## src/rtl/day01_pkg.sv

```systemverilog
// -----------------------------------------------------------------------------
// day01_pkg
// Shared definitions for the result transmitter: ASCII constants, the FSM
// state encoding and a digit-to-character helper.
// -----------------------------------------------------------------------------
package day01_pkg;

  localparam logic [7:0] ASCII_ZERO = 8'h30;
  localparam logic [7:0] ASCII_NL   = 8'h0A;

  typedef enum logic [2:0] {
    S_IDLE    = 3'd0,
    S_CONVERT = 3'd1,
    S_SKIP    = 3'd2,
    S_EMIT    = 3'd3,
    S_NL      = 3'd4,
    S_DONE    = 3'd5
  } state_e;

  // Map one BCD digit (0..9) onto its ASCII character.
  function automatic logic [7:0] digit_to_ascii(input logic [3:0] d);
    return ASCII_ZERO + {4'd0, d};
  endfunction

endpackage

```

## src/rtl/result_ascii_tx_if.sv

```systemverilog
// -----------------------------------------------------------------------------
// result_ascii_tx_if
// Bundles the transmitter's control, result and byte-stream signals.
//   master : the transmitter (drives char_out/char_valid/busy/done)
//   slave  : the environment (drives start, results and char_ready)
// -----------------------------------------------------------------------------
interface result_ascii_tx_if #(
  parameter int DATA_WIDTH = 16
);
  import day01_pkg::*;

  logic                  start;
  logic [DATA_WIDTH-1:0] part1_result;
  logic [DATA_WIDTH-1:0] part2_result;
  logic [7:0]            char_out;
  logic                  char_valid;
  logic                  char_ready;
  logic                  busy;
  logic                  done;

  modport master (
    input  start, part1_result, part2_result, char_ready,
    output char_out, char_valid, busy, done
  );

  modport slave (
    output start, part1_result, part2_result, char_ready,
    input  char_out, char_valid, busy, done
  );

endinterface

```

## src/rtl/bin2bcd_iter.sv

```systemverilog
// -----------------------------------------------------------------------------
// bin2bcd_iter
// Iterative double-dabble binary-to-BCD converter, one shift per clock.
//   clk, rst : clock and asynchronous active-high reset
//   load     : latch bin_in and start a conversion (restarts any in progress)
//   bin_in   : unsigned value to convert
//   bcd_out  : N_DIGITS packed BCD digits, digit 0 in the low nibble
//   done     : high during the cycle whose closing edge performs the final
//              shift, so bcd_out is complete right after that edge
// -----------------------------------------------------------------------------
module bin2bcd_iter
  import day01_pkg::*;
#(
  parameter int DATA_WIDTH = 16,
  parameter int N_DIGITS   = 5
) (
  input  logic                    clk,
  input  logic                    rst,
  input  logic                    load,
  input  logic [DATA_WIDTH-1:0]   bin_in,
  output logic [4*N_DIGITS-1:0]   bcd_out,
  output logic                    done
);

  localparam int                CNT_W = $clog2(DATA_WIDTH + 1);
  localparam logic [CNT_W-1:0]  LAST  = CNT_W'(DATA_WIDTH - 1);

  logic [DATA_WIDTH-1:0] bin_q, bin_d;
  logic [4*N_DIGITS-1:0] bcd_q, bcd_d, bcd_adj_s;
  logic [CNT_W-1:0]      cnt_q, cnt_d;
  logic                  run_q, run_d;

  // Add 3 to every digit that is 5 or more, ahead of the shift.
  function automatic logic [4*N_DIGITS-1:0] add3(input logic [4*N_DIGITS-1:0] v);
    logic [4*N_DIGITS-1:0] r;
    r = v;
    for (int i = 0; i < N_DIGITS; i++) begin
      if (v[4*i +: 4] >= 4'd5) r[4*i +: 4] = v[4*i +: 4] + 4'd3;
      else                     r[4*i +: 4] = v[4*i +: 4];
    end
    return r;
  endfunction

  // Next-state for the shift registers and shift counter.
  always_comb begin
    bin_d     = bin_q;
    bcd_d     = bcd_q;
    cnt_d     = cnt_q;
    run_d     = run_q;
    bcd_adj_s = add3(bcd_q);
    if (load) begin
      bin_d = bin_in;
      bcd_d = {(4*N_DIGITS){1'b0}};
      cnt_d = {CNT_W{1'b0}};
      run_d = 1'b1;
    end else if (run_q) begin
      bcd_d = {bcd_adj_s[4*N_DIGITS-2:0], bin_q[DATA_WIDTH-1]};
      bin_d = {bin_q[DATA_WIDTH-2:0], 1'b0};
      cnt_d = cnt_q + CNT_W'(1);
      if (cnt_q == LAST) run_d = 1'b0;
      else               run_d = 1'b1;
    end else begin
      run_d = 1'b0;
    end
  end

  // Converter state registers.
  always_ff @(posedge clk or posedge rst) begin
    if (rst) begin
      bin_q <= {DATA_WIDTH{1'b0}};
      bcd_q <= {(4*N_DIGITS){1'b0}};
      cnt_q <= {CNT_W{1'b0}};
      run_q <= 1'b0;
    end else begin
      bin_q <= bin_d;
      bcd_q <= bcd_d;
      cnt_q <= cnt_d;
      run_q <= run_d;
    end
  end

  assign bcd_out = bcd_q;
  assign done    = run_q & (cnt_q == LAST);

endmodule

```

## src/rtl/result_ascii_tx.sv

```systemverilog
// -----------------------------------------------------------------------------
// result_ascii_tx
// On a rising edge of start, captures two unsigned results and streams them as
// decimal ASCII without leading zeros: part-1 digits, LF, part-2 digits, LF.
//   clk, rst : clock and asynchronous active-high reset
//   bus      : result_ascii_tx_if.master (start, part1/2_result, char_out,
//              char_valid, char_ready, busy, done)
// -----------------------------------------------------------------------------
module result_ascii_tx
  import day01_pkg::*;
#(
  parameter int DATA_WIDTH = 16,
  parameter int N_DIGITS   = 5
) (
  input  logic             clk,
  input  logic             rst,
  result_ascii_tx_if.master bus
);

  localparam int               IDX_W    = (N_DIGITS > 1) ? $clog2(N_DIGITS) : 1;
  localparam logic [IDX_W-1:0] IDX_ZERO = {IDX_W{1'b0}};
  localparam logic [IDX_W-1:0] IDX_TOP  = IDX_W'(N_DIGITS - 1);

  state_e                state_q, state_d;
  logic                  start_q, start_d;
  logic                  sel_q, sel_d;
  logic                  busy_q, busy_d;
  logic                  done_q, done_d;
  logic [7:0]            char_out_q, char_out_d;
  logic                  char_valid_q, char_valid_d;
  logic [IDX_W-1:0]      idx_q, idx_d;
  logic [DATA_WIDTH-1:0] p2_q, p2_d;

  logic                  trig_s, accept_s;
  logic                  conv_load_s, conv_done_s;
  logic [DATA_WIDTH-1:0] conv_val_s;
  logic [4*N_DIGITS-1:0] bcd_s;
  logic [IDX_W-1:0]      idx_m1_s;
  logic [3:0]            digit_s, digit_nxt_s;

  bin2bcd_iter #(
    .DATA_WIDTH (DATA_WIDTH),
    .N_DIGITS   (N_DIGITS)
  ) u_bin2bcd (
    .clk     (clk),
    .rst     (rst),
    .load    (conv_load_s),
    .bin_in  (conv_val_s),
    .bcd_out (bcd_s),
    .done    (conv_done_s)
  );

  // Only a fresh rising edge of the sticky start level, and only when idle.
  assign trig_s      = bus.start & ~start_q & ((state_q == S_IDLE) | (state_q == S_DONE));
  assign accept_s    = char_valid_q & bus.char_ready;
  assign idx_m1_s    = idx_q - IDX_W'(1);
  assign digit_s     = 4'(bcd_s >> {idx_q, 2'b00});
  assign digit_nxt_s = 4'(bcd_s >> {idx_m1_s, 2'b00});
  assign start_d     = bus.start;

  // State register and datapath flops.
  always_ff @(posedge clk or posedge rst) begin
    if (rst) begin
      state_q      <= S_IDLE;
      start_q      <= 1'b0;
      sel_q        <= 1'b0;
      busy_q       <= 1'b0;
      done_q       <= 1'b0;
      char_out_q   <= 8'h00;
      char_valid_q <= 1'b0;
      idx_q        <= IDX_ZERO;
      p2_q         <= {DATA_WIDTH{1'b0}};
    end else begin
      state_q      <= state_d;
      start_q      <= start_d;
      sel_q        <= sel_d;
      busy_q       <= busy_d;
      done_q       <= done_d;
      char_out_q   <= char_out_d;
      char_valid_q <= char_valid_d;
      idx_q        <= idx_d;
      p2_q         <= p2_d;
    end
  end

  // Next-state logic.
  always_comb begin
    state_d = state_q;
    case (state_q)
      S_IDLE, S_DONE: begin
        if (trig_s) state_d = S_CONVERT;
        else        state_d = state_q;
      end
      S_CONVERT: begin
        if (conv_done_s) state_d = S_SKIP;
        else             state_d = S_CONVERT;
      end
      S_SKIP: begin
        if ((digit_s == 4'd0) && (idx_q != IDX_ZERO)) state_d = S_SKIP;
        else                                          state_d = S_EMIT;
      end
      S_EMIT: begin
        if (accept_s && (idx_q == IDX_ZERO)) state_d = S_NL;
        else                                 state_d = S_EMIT;
      end
      S_NL: begin
        if (accept_s) begin
          if (sel_q) state_d = S_DONE;
          else       state_d = S_CONVERT;
        end else begin
          state_d = S_NL;
        end
      end
      default: state_d = S_IDLE;
    endcase
  end

  // Output and datapath next values.
  always_comb begin
    sel_d        = sel_q;
    busy_d       = busy_q;
    done_d       = done_q;
    char_out_d   = char_out_q;
    char_valid_d = char_valid_q;
    idx_d        = idx_q;
    p2_d         = p2_q;
    conv_load_s  = 1'b0;
    conv_val_s   = bus.part1_result;
    case (state_q)
      S_IDLE, S_DONE: begin
        // Part 1 goes straight into the converter; part 2 is held for later.
        if (trig_s) begin
          sel_d       = 1'b0;
          busy_d      = 1'b1;
          done_d      = 1'b0;
          p2_d        = bus.part2_result;
          conv_load_s = 1'b1;
          conv_val_s  = bus.part1_result;
        end else begin
          busy_d = busy_q;
        end
      end
      S_CONVERT: begin
        if (conv_done_s) idx_d = IDX_TOP;
        else             idx_d = idx_q;
      end
      S_SKIP: begin
        if ((digit_s == 4'd0) && (idx_q != IDX_ZERO)) begin
          idx_d = idx_m1_s;
        end else begin
          char_out_d   = digit_to_ascii(digit_s);
          char_valid_d = 1'b1;
        end
      end
      S_EMIT: begin
        if (accept_s) begin
          if (idx_q != IDX_ZERO) begin
            idx_d      = idx_m1_s;
            char_out_d = digit_to_ascii(digit_nxt_s);
          end else begin
            char_out_d = ASCII_NL;
          end
        end else begin
          char_out_d = char_out_q;
        end
      end
      S_NL: begin
        if (accept_s) begin
          char_valid_d = 1'b0;
          if (!sel_q) begin
            sel_d       = 1'b1;
            conv_load_s = 1'b1;
            conv_val_s  = p2_q;
          end else begin
            busy_d = 1'b0;
            done_d = 1'b1;
          end
        end else begin
          char_valid_d = char_valid_q;
        end
      end
      default: begin
        char_valid_d = 1'b0;
      end
    endcase
  end

  assign bus.char_out   = char_out_q;
  assign bus.char_valid = char_valid_q;
  assign bus.busy       = busy_q;
  assign bus.done       = done_q;

endmodule

```

## src/flat_wrapper.sv

```systemverilog
// flat-port wrapper written by rule: the top's interface ports become plain ports
module result_ascii_tx_flat import day01_pkg::*;
#(
  parameter int DATA_WIDTH = 16,
  parameter int N_DIGITS   = 5
)
  (clk, rst, bus_start, bus_part1_result, bus_part2_result, bus_char_ready, bus_char_out, bus_char_valid, bus_busy, bus_done);
  result_ascii_tx_if #(.DATA_WIDTH(DATA_WIDTH)) bus_i ();
  input  logic clk;
  input  logic rst;
  input wire logic [$bits(bus_i.start)-1:0] bus_start;
  input wire logic [$bits(bus_i.part1_result)-1:0] bus_part1_result;
  input wire logic [$bits(bus_i.part2_result)-1:0] bus_part2_result;
  input wire logic [$bits(bus_i.char_ready)-1:0] bus_char_ready;
  output wire logic [$bits(bus_i.char_out)-1:0] bus_char_out;
  output wire logic [$bits(bus_i.char_valid)-1:0] bus_char_valid;
  output wire logic [$bits(bus_i.busy)-1:0] bus_busy;
  output wire logic [$bits(bus_i.done)-1:0] bus_done;
  assign bus_i.start = bus_start;
  assign bus_i.part1_result = bus_part1_result;
  assign bus_i.part2_result = bus_part2_result;
  assign bus_i.char_ready = bus_char_ready;
  assign bus_char_out = bus_i.char_out;
  assign bus_char_valid = bus_i.char_valid;
  assign bus_busy = bus_i.busy;
  assign bus_done = bus_i.done;
  result_ascii_tx #(.DATA_WIDTH(DATA_WIDTH), .N_DIGITS(N_DIGITS)) u_core (.clk(clk), .rst(rst), .bus(bus_i));
endmodule
```

## config.mk

```make
export PLATFORM = sky130hd
export DESIGN_NAME = result_ascii_tx_flat
export DESIGN_NICKNAME = d
export VERILOG_FILES = /design/src/rtl/day01_pkg.sv /design/src/rtl/result_ascii_tx_if.sv /design/src/rtl/bin2bcd_iter.sv /design/src/rtl/result_ascii_tx.sv /design/src/flat_wrapper.sv
export SDC_FILE = /design/constraint.sdc
export NUM_CORES = 1
export LEC_CHECK = 0
export CORE_MARGIN = 2
export CORE_UTILIZATION = 45
export CTS_CLUSTER_DIAMETER = 150
export DETAILED_ROUTE_END_ITERATION = 16
export PLACE_DENSITY_LB_ADDON = 0.25
export SETUP_SLACK_MARGIN = 0.2
export SYNTH_ARGS = -nofsm -noshare
export SYNTH_HDL_FRONTEND = slang
export SYNTH_HIERARCHICAL = 1
export SYNTH_SLANG_ARGS = --single-unit
```

## constraint.sdc

```tcl
create_clock -name clk -period 2.5 [get_ports clk]
set_input_delay 0.375 -clock clk [delete_from_list [all_inputs] [get_ports clk]]
set_output_delay 0.375 -clock clk [all_outputs]
set_load 0.1 [all_outputs]
```

==> metrics.md <==
| Metric | Value |
|---|---|
| Worst reg2reg path depth | `7` |
| Share of the synthesized area in the top cell type | `41.38%` |
| Met2 Use GR | `a little under a third` |
| Max VDD drop | `approximately 0.00053 V` |
| Area leader, netlist | `dfrtp_1` |
| Final hold vios | `0` |
| CTS Hold Buffers Added | `0` |
| Slack of the critical path | `310.9 ps` |
| H-Tree Level Count | `3` |
| Top_reg_cell synth | `dfrtp_1` |
| WP depth | `7` |
| Antenna violations before repair | `0` |
| Status | `completed` |
| Worst-path fanout max | `12` |
| I/O pins | `47` |
| Die width | `between 100 and 150 µm` |
| Drc violations | `0` |
| Slew HR | `a little under three fifths` |
| WHS | `between 400 and 500 ps` |
| First-pass GRT wire length | `around 17000 µm` |
| Vias per cell | `between 5 and 6` |
| Post-CTS setup buffers | `0` |
| Crit path max-delay family | `compound AO/OA/AOI/OAI gates` |
| Fillers | `~920` |
| Port-buffer cells | `between 40 and 50` |
| Starting density of the core | `between 40% and 50%` |
| Clk buf depth | `2` |
| Multi-input gate area | `around 2400 µm²` |
| Post-DP HPWL | `6803 µm` |
| Cell Chain, Critical Path | `buf_4 > nor3b_1 > o32ai_1 > o31a_1 > o31ai_4 > and3_1 > mux2_2` |
| Setup TNS | `0 ps` |
| Overall power | `about 6.2 mW` |
| Worst EP arrival | `2430 ps` |
| Combinational share of power | `between 50% and 60%` |
| Syn Area/Cell | `about 9.4 µm²` |
| Leakage | `between 2 and 2.5 nW` |
| Worst Path Required | `between 2000 and 3000 ps` |
| Sequential fraction of the synthesis area | `41.38%` |
| DIE AREA | `around 11000 µm²` |
| Met3 Use GR | `2.958%` |
| PostCTS Resize Cnt | `0` |
| Critical path launch point type | `flop` |
| CP Class | `flop to flop` |
| Slowest cell on crit path | `o32ai_1` |
| Psw | `2.804 mW` |
| Vias | `between 3000 and 4000` |
| Num rows | `36` |
| Ys async rst share | `100.0%` |
| Sw Ratio | `around 45%` |
| Setup violators final | `0` |
| Fin crit share | `a little under 90%` |
| Antenna diodes | `0` |
| CTS tree | `done` |
| Power share of the sequential group | `approximately 34%` |
| Number of synthesized flops with an enable pin | `0` |
| Finished Cell Area | `approximately 5200 µm²` |
| Worst Clk Skew | `around 15 ps` |
| RR Endpoint | `u_core/idx_q[0]` |
| Synthesized instance count | `roughly 470` |
| Most common cell in the netlist | `nand2_1` |
| CTS Buf Count | `9` |
| Clk Latency, worst-skew pair | `between 300 and 400 ps` |
| GRT Util Overall | `between 10% and 20%` |
| RSZ-0062 raised after global routing | `false` |
| Core Area | `approximately 10000 µm²` |
| Placed Area | `~5000 µm²` |
| Sequential cell area | `roughly 1900 µm²` |
| Clock Pin Slew Worst Setup and Hold Paths | `about 80 ps` |
| Reg2reg start | `u_core/idx_q[1]` |
| Syn. warnings | `6` |
| Final slew viol count | `0` |
| Grt ovf | `0` |
| Slew @ Worst Pin | `around 650 ps` |
| Post-Route WL | `9719 µm` |
| Clock Tree Root | `clkbuf_8` |
| Minimum clock period | `2189 ps` |
| Post-synth cell types | `63` |
| P_int | `about 3.4 mW` |
| Reg2Reg Setup Slack | `around 310 ps` |
| Met1 Use GR | `24.07%` |
| WP buf/inv | `1` |
| Share of cells above drive strength 1 | `between 15 and 20%` |
| HP Class | `input pin to asynchronous set/reset pin` |
| FMAX | `0.4568 GHz` |
| Top cells by count, synth | `nand2_1, dfrtp_1, nor2_1` |
| Pre-antenna DRT Iters | `4` |
| Dpl ws | `~220 ps` |
| Top Usage Layer GRT | `met2` |
| Max cap viols | `0` |
| Post-route antenna net violation count | `0` |
| Vias in the first global route | `between 3000 and 4000` |
| Initial DRC count | `160` |
| Mapped cell area | `between 4000 and 5000 µm²` |
| Largest net degree at the start of global routing | `54` |
| Wirelength per Cell | `14.82 µm` |
| P per Cell Area | `1192 nW/µm²` |
| Power share of the clock group | `approximately 15%` |
| Nets@finish | `568` |
| P&R area growth vs syn | `16.97%` |
| Routability cong. | `between 0.8 and 0.9` |
| CTS Sinks | `74` |
| Flops & latches, synth | `74` |
| Largest cells by area after synthesis | `dfrtp_1, nand2_1, mux2i_1, mux2_2, ha_1` |
| Placed cells | `640` |
| Die H | `~100 µm` |
| Core Util, Final | `53.81%` |
| Slowest stage delay, CP | `approximately 440 ps` |
| Cell Count, Final, Fillers Out | `around 660` |
| Worst Setup SP | `u_core/idx_q[1]` |
| CP Capture Type | `flop` |
-- kinds of logic (layout without fill, tap and decap cells) --
kind of cell | count (synthesis) | after routing | share of synthesized area (%)
other | 1 | 2 | 0.08379
adders and majority gates | 14 | 14 | 3.914
DFF | 74 | 74 | 41.38
buffers and inverters | 49 | 97 | 5.479
muxes | 49 | 49 | 12.78
AOI/OAI and AO/OA | 107 | 107 | 15.91
and+or+nand+nor | 170 | 170 | 18.51
xor gates and xnor gates | 10 | 10 | 1.957
-- power groups by stage --
stage               clock network [mW]  logic, mW  registers (mW)
floorplan                            0       2.35            2.27
global placement                     0       3.08            2.13
detailed placement                   0       3.16            2.15
CTS                              0.955       3.18            2.12
global route                      1.00       3.51            2.20
finish                           0.922       3.20            2.12
-- sequential cells by signal (all words and copies together), names as in the netlist --
signal,flops
u_core/p2_q,16
u_core/state_q,3
u_core/bus.busy,1
u_core/idx_q,3
u_core/u_bin2bcd/run_q,1
u_core/bus.done,1
u_core/u_bin2bcd/bin_q,16
u_core/sel_q,1
u_core/start_q,1
u_core/u_bin2bcd/bcd_out,20
u_core/bus.char_valid,1
u_core/bus.char_out,5
u_core/u_bin2bcd/cnt_q,5
-- cell usage in the layout, fill, tap and decap left out, drive strengths merged, types with 5 or more instances in the layout --
master and count:
nand3 11, clkbuf 11, mux2i 23, dfrtp 74, ha 14, clkdlybuf4s50 35, nor2b 7, nor2 29
o32ai 6, or3 5, o21ai 39, xor2 8, nand2 81, inv 20, o31ai 6, nand2b 12
a31oi 5, a21oi 23, mux2 23, buf 25, nor3 6
-- worst register-to-register path, cell delays in order (launching register included) --
cell and delay, ps:
dfrtp_1 380, buf_4 190, nor3b_1 160, o32ai_1 440, o31a_1 300, o31ai_4 120, and3_1 220, mux2_2 270
-- layer usage --
metal | wire length (µm) | vias up
met5 | 0 | -
met4 | 225 | 0
met3 | 330 | 19
met2 | 4724 | 74
met1 | 4438 | 1734
li1 | - | 1740
-- layout make-up --
type / instances / area share [%]
Clock buffer: 11 / 2.510
Clock inverter: 5 / 1.076
Inverter: 21 / 1.506
Multi-Input combinational cell: 352 / 45.51
Sequential cell: 74 / 35.47
Tap cell: 133 / 3.179
Timing Repair Buffer: 60 / 10.76
-- worst max path at each step --
stage	endpoint	slack, ps
finish	u_core/idx_q[0]	310
global route	u_core/idx_q[0]	210
CTS	u_core/bus.char_out[2]	340
detailed placement	u_core/u_bin2bcd/bcd_out[12]	220
global placement	u_core/u_bin2bcd/bcd_out[8]	260
floorplan	u_core/u_bin2bcd/bcd_out[18]	200
Note: power is estimated with default switching activity, not from simulation.
==> patch 1, RTL diff (same flow settings) <==
`N_DIGITS` is set to 5 in 3 places; all go to 4.
--- a/src/rtl/bin2bcd_iter.sv
+++ b/src/rtl/bin2bcd_iter.sv
@@ -14,3 +14,3 @@
   parameter int DATA_WIDTH = 16,
-  parameter int N_DIGITS   = 5
+  parameter int N_DIGITS   = 4
 ) (
--- a/src/rtl/result_ascii_tx.sv
+++ b/src/rtl/result_ascii_tx.sv
@@ -12,3 +12,3 @@
   parameter int DATA_WIDTH = 16,
-  parameter int N_DIGITS   = 5
+  parameter int N_DIGITS   = 4
 ) (
--- a/src/flat_wrapper.sv
+++ b/src/flat_wrapper.sv
@@ -4,3 +4,3 @@
   parameter int DATA_WIDTH = 16,
-  parameter int N_DIGITS   = 5
+  parameter int N_DIGITS   = 4
 )
Check against the original RTL: same outputs for any inputs over 10 cycles, from zero or initial values and one cycle with rst high; that may be too few to reach the edited logic, so the function may still have changed.
==> patch 1 against the unedited design <==
  * Setup slack gained 0.025 ns
  * Wire length shrank 18%
  * Total power decreased by 7.6%
  * Die area shrank 11%
  * Sequential power decreased by 5%
  * Sequential cell count fell by 5
  * Fmax rose by 1.1%
  * Combinational power shrank 16%
  * Synthesized cell count is 20% lower
  * Synthesized area is 12% lower
  * Design area down 9.5%
==> patch 1: results (changes against the unedited design) <==
- CP arrival: 2.37 ns (-0.06 ns)
- Post-CTS Setup Bufs: 0 (unchanged)
- DP HPWL: 5670 µm (-17%)
- Status: complete, no violations
- Yosys warns: 6 (unchanged)
- Placer Congestion: 0.805 (-0.94%)
- Setup TNS: 0 ns (unchanged)
- Ant diodes: 0 (unchanged)
- P_leak: 2.20 nW (-6.0%)
- Drt pass-1 iters: 4 (unchanged)
- Max VDD drop: 0.000410 V (-23%)
- DR WL/cell: 14.8 µm (about the same)
- Placed Area: 4500 µm² (-11%)
- Crit-path max FO: 8 (-4)
- Clk_lat worst skew: 0.35 ns (about the same)
- Post-Synth XOR/XNOR Area: 1.33% (-0.63 points)
- Iteration-0 DRC Markers: 150 (-6.3%)
- Root Buffer: clkbuf_8
- Seq/Total Area, Yosys: 43.7% (+2.3 points)
- Worst-path clk slew: 0.08 ns (about the same)
- Share of cells above drive strength 1: 20.4% (+4.7 points)
- Main area contributors after synthesis: dfrtp_1 (44%), mux2_2 (8.6%), mux2i_1 (5.3%), o21ai_0 (4.3%), ha_1 (3.5%)
- Port Buffers: 44 (unchanged)
- Pre-CTS setup slack: 0.104 ns (-0.120 ns)
- Worst hold path type: input port to asynchronous set/reset pin
- First-pass GRT wire length: 13900 µm (-17%)
- Top post-synthesis cells by count: dfrtp_1 (69), o21ai_0 (34), mux2_2 (30), nand2_1 (30), nor2_1 (22)
- Post-synth ARST share: 100% (unchanged)
- CTS H-tree depth: 3 (unchanged)
- CP peak stage delay: 0.56 ns (+0.12 ns)
- Compound-Gate Fraction of Synth Area: 14.2% (-1.7 points)
- Layout area overhead: 20.0%
- Placed Instances: 523 (-18%)
- Syn Area/Cell: 10.4 µm² (+11%)
- Vias: 2955 (-17%)
- Total of fill cells in the finished design: 770 (-16%)
- Mux cell area share after synthesis: 19.7% (+6.9 points)
- Post-synthesis adder-cell area fraction: 3.48% (-0.43 points)
- Headroom to the max-slew limit: 63.6% (+7.3 points)
- Antenna violations before repair: 0 (unchanged)
- Slowest cell on crit path: or4_1
- Via/cell ratio: 5.48 (+0.83%)
- Final setup skew: 0.00922 ns (-0.00579 ns)
- Number of CTS-inserted buffers: 9 (unchanged)
- Max clock buf depth: 2 (unchanged)
- Nets: 473 (-17%)
- Pin count of the biggest net entering global routing: 40 (-26%)
- Synth cell types: 55 (-13%)
- Delay-heaviest family, CP: simple AND/OR/NAND/NOR gates
- Top FF cell, synth: dfrtp_1
- GR Util All Layers: 17.8% (-1.0 points)
patch 1: changes by cell type in the layout (fill, tap and decap cells not counted), moves of 6 or more:
| cell | change |
|---|---|
| dfrtp_1 | -6 |
| o21ai_1 | -18 |
| o21ai_0 | +15 |
| nand2_1 | -52 |
| mux2_1 | +6 |
| nor2_1 | -7 |
| mux2_2 | +11 |
patch 1: final cells by class:
type / count / area share (%)
clock buffer: 10 / 2.90
multi-input combinational: 265 / 42.4
clock inverter: 6 / 1.98
tap: 108 / 2.85
inverter: 21 / 1.66
sequential: 69 / 36.6
timing repair buffer: 60 / 11.6
patch 1: path summary, 6_finish.rpt:
| kind | start | endpoint | slack [ns] | cells after the start |
|---|---|---|---|---|
| worst max-delay path | u_core/idx_q[1] | u_core/idx_q[1] | 0.34 | 7 |
| worst min-delay path | rst | u_core/sel_q | 0.40 | 2 |
| worst max register to register | u_core/idx_q[1] | u_core/idx_q[1] | 0.34 | 7 |
| worst min register to register | u_core/bus.char_out[2] | u_core/bus.char_out[2] | 0.49 | 1 |
| max in group asynchronous | rst | u_core/p2_q[14] | 1.43 | 3 |
| min in group clk | u_core/bus.char_out[2] | u_core/bus.char_out[2] | 0.49 | 1 |
patch 1: where the power goes:
group / internal (mW) / switching [mW] / leakage [nW] / total, mW
clock: 0.598 / 0.457 / 0.113 / 1.05
sequential: 1.59 / 0.422 / 0.849 / 2.01
combinational: 1.23 / 1.47 / 1.24 / 2.70
patch 1: per-layer routing:
layer | wire, µm | vias to the layer above | GRT usage, %
li1 | - | 1444 | -
met4 | 72 | 0 | 5.88
met2 | 3930 | 48 | 29.7
met1 | 3720 | 1456 | 22.9
met3 | 262 | 7 | 4.32
met5 | 0 | - | 0
patch 1: repair_timing:
item,in CTS,in global routing
endpoints found under the setup margin,0,6
hold buffers,0,0
gates resized for setup,0,2
==> patch 2, RTL diff (same flow settings) <==
Made on the original files. Encoding of `state_e`: now one-hot (6 bits for 6 states).
--- a/src/rtl/day01_pkg.sv
+++ b/src/rtl/day01_pkg.sv
@@ -10,9 +10,9 @@
 
-  typedef enum logic [2:0] {
-    S_IDLE    = 3'd0,
-    S_CONVERT = 3'd1,
-    S_SKIP    = 3'd2,
-    S_EMIT    = 3'd3,
-    S_NL      = 3'd4,
-    S_DONE    = 3'd5
+  typedef enum logic [5:0] {
+    S_IDLE    = 6'b000001,
+    S_CONVERT = 6'b000010,
+    S_SKIP    = 6'b000100,
+    S_EMIT    = 6'b001000,
+    S_NL      = 6'b010000,
+    S_DONE    = 6'b100000
   } state_e;
Check against the original RTL: no difference found for any inputs over 10 cycles, from zero or initial values and one cycle with rst high; not proved beyond that.
==> patch 2 against the unedited design <==
  * Count of clock-buffer cells in the layout shrank 1
  * Critical path depth stayed put
  * Final cell count shrank 4.9%
  * Synthesized area decreased by 1.0%
  * Setup slack lost 0.18 ns
  * Design area grew 2.5%
  * Total power shrank 11%
  * Die area down 0.96%
  * Wire length shrank 8.4%
  * Fmax is 7.8% lower
  * First-iteration DRC count decreased by 25%
  * Hold slack worse by 0.081 ns
  * Clock skew fell by 0.0040 ns
  * Sequential cell count grew 3
  * Critical path type unchanged
  * Critical endpoint is now u_core/u_bin2bcd/bin_q[12]
  * Largest cell class unchanged
==> patch 2: results (changes against the unedited design) <==
- Max VDD drop: 0.000481 V (-9.8%)
- Placer Congestion: 0.880 (+8.2%)
- Post-synthesis adder-cell area fraction: 3.95% (+0.040 points)
- Pin count of the biggest net entering global routing: 36 (-33%)
- Seq/Total Area, Yosys: 43.5% (+2.1 points)
- Setup slack, reg-to-reg: 0.13 ns (-0.18 ns)
- Vias: 3389 (-5.0%)
- P_leak: 2.48 nW (+5.9%)
- Iteration-0 DRC Markers: 120 (-25%)
- Worst-Margin Slew: 0.576 ns (-0.0788 ns)
- Pwr/cell area: 1040 nW/µm² (-13%)
- First-pass GRT wire length: 15100 µm (-9.6%)
- DP HPWL: 6500 µm (-4.5%)
- Main area contributors after synthesis: dfrtp_1 (43%), mux2_2 (6.1%), mux2i_1 (5.2%), ha_1 (4.0%), nand2_1 (3.4%)
- Post-Synthesis Cells: 430 (-9.3%)
- Final setup skew: 0.0110 ns (-0.00403 ns)
- Post-CTS Setup Bufs: 1 (+1)
- WHS: 0.334 ns (-0.0814 ns)
- Crit share post-route: 95.0% (+7.4 points)
- CP peak stage delay: 0.50 ns (+0.06 ns)
- Port Buffers: 44 (unchanged)
- Vias in the first global route: 3235 (-9.8%)
- Final cell count without fillers: 624 (-4.9%)
- Placed Area: 5070 µm² (+0.40%)
- Status: complete, no violations
- Mux cell area share after synthesis: 16.9% (+4.1 points)
- Crit-path max FO: 16 (+4)
- Max clock buf depth: 2 (unchanged)
- Total of fill cells in the finished design: 822 (-10%)
- Top post-synthesis cells by count: dfrtp_1 (76), nand2_1 (40), mux2_2 (24)
- Share of cells above drive strength 1: 21.0% (+5.3 points)
- DR WL/cell: 14.3 µm (-3.7%)
- Nets: 536 (-5.6%)
- Synth cell types: 57 (-9.5%)
- Post-CTS sizing: 6 (+6)
- Reg2reg start: u_core/state_q[3]
- RR Endpoint: u_core/u_bin2bcd/bin_q[12]
- Ant diodes: 0 (unchanged)
- Pre-CTS setup slack: -0.0670 ns (-0.292 ns)
- Slowest cell on crit path: or4b_4
- Placed Instances: 606 (-5.3%)
- GR Util All Layers: 17.9% (-0.90 points)
- Compound-Gate Fraction of Synth Area: 14.2% (-1.7 points)
- CP arrival: 2.60 ns (+0.17 ns)
- Delay-heaviest family, CP: simple AND/OR/NAND/NOR gates
- Post-Synth XOR/XNOR Area: 1.98% (+0.020 points)
- Antenna violations before repair: 0 (unchanged)
- Crit path capture type: flop
-- patch 2: cell count changes after synthesis, moves of 3 or more --
cell	change
nand2_1	-41
nor4_1	+3
nor2_1	-8
a21oi_1	-5
o21ai_0	+4
mux2_4	+5
nand4_1	+3
nor3_1	-3
mux2_2	+5
nand3_1	+3
a22oi_1	-4
nor3b_1	-3
buf_2	-4
-- patch 2: power breakdown --
group          switching (mW)  total, mW  internal, mW
Combinational            1.15       2.27          1.12
Sequential              0.428       2.15          1.72
Clock                   0.452       1.14         0.690
Total                    2.03       5.56          3.53
-- patch 2: cell type report --
class	instances	area share [%]
Clock buffer	10	2.56
Clock inverter	6	2.03
Inverter	17	1.19
Multi-Input combinational cell	312	43.3
Sequential cell	77	36.0
Tap cell	133	3.10
Timing Repair Buffer	69	11.8
-- patch 2: layer usage --
layer	GRT usage (%)	up-vias	wire length [µm]
met5	0	-	0
met4	6.28	0	104
met3	4.10	12	468
met2	28.2	90	4260
met1	24.6	1629	4070
li1	-	1658	-
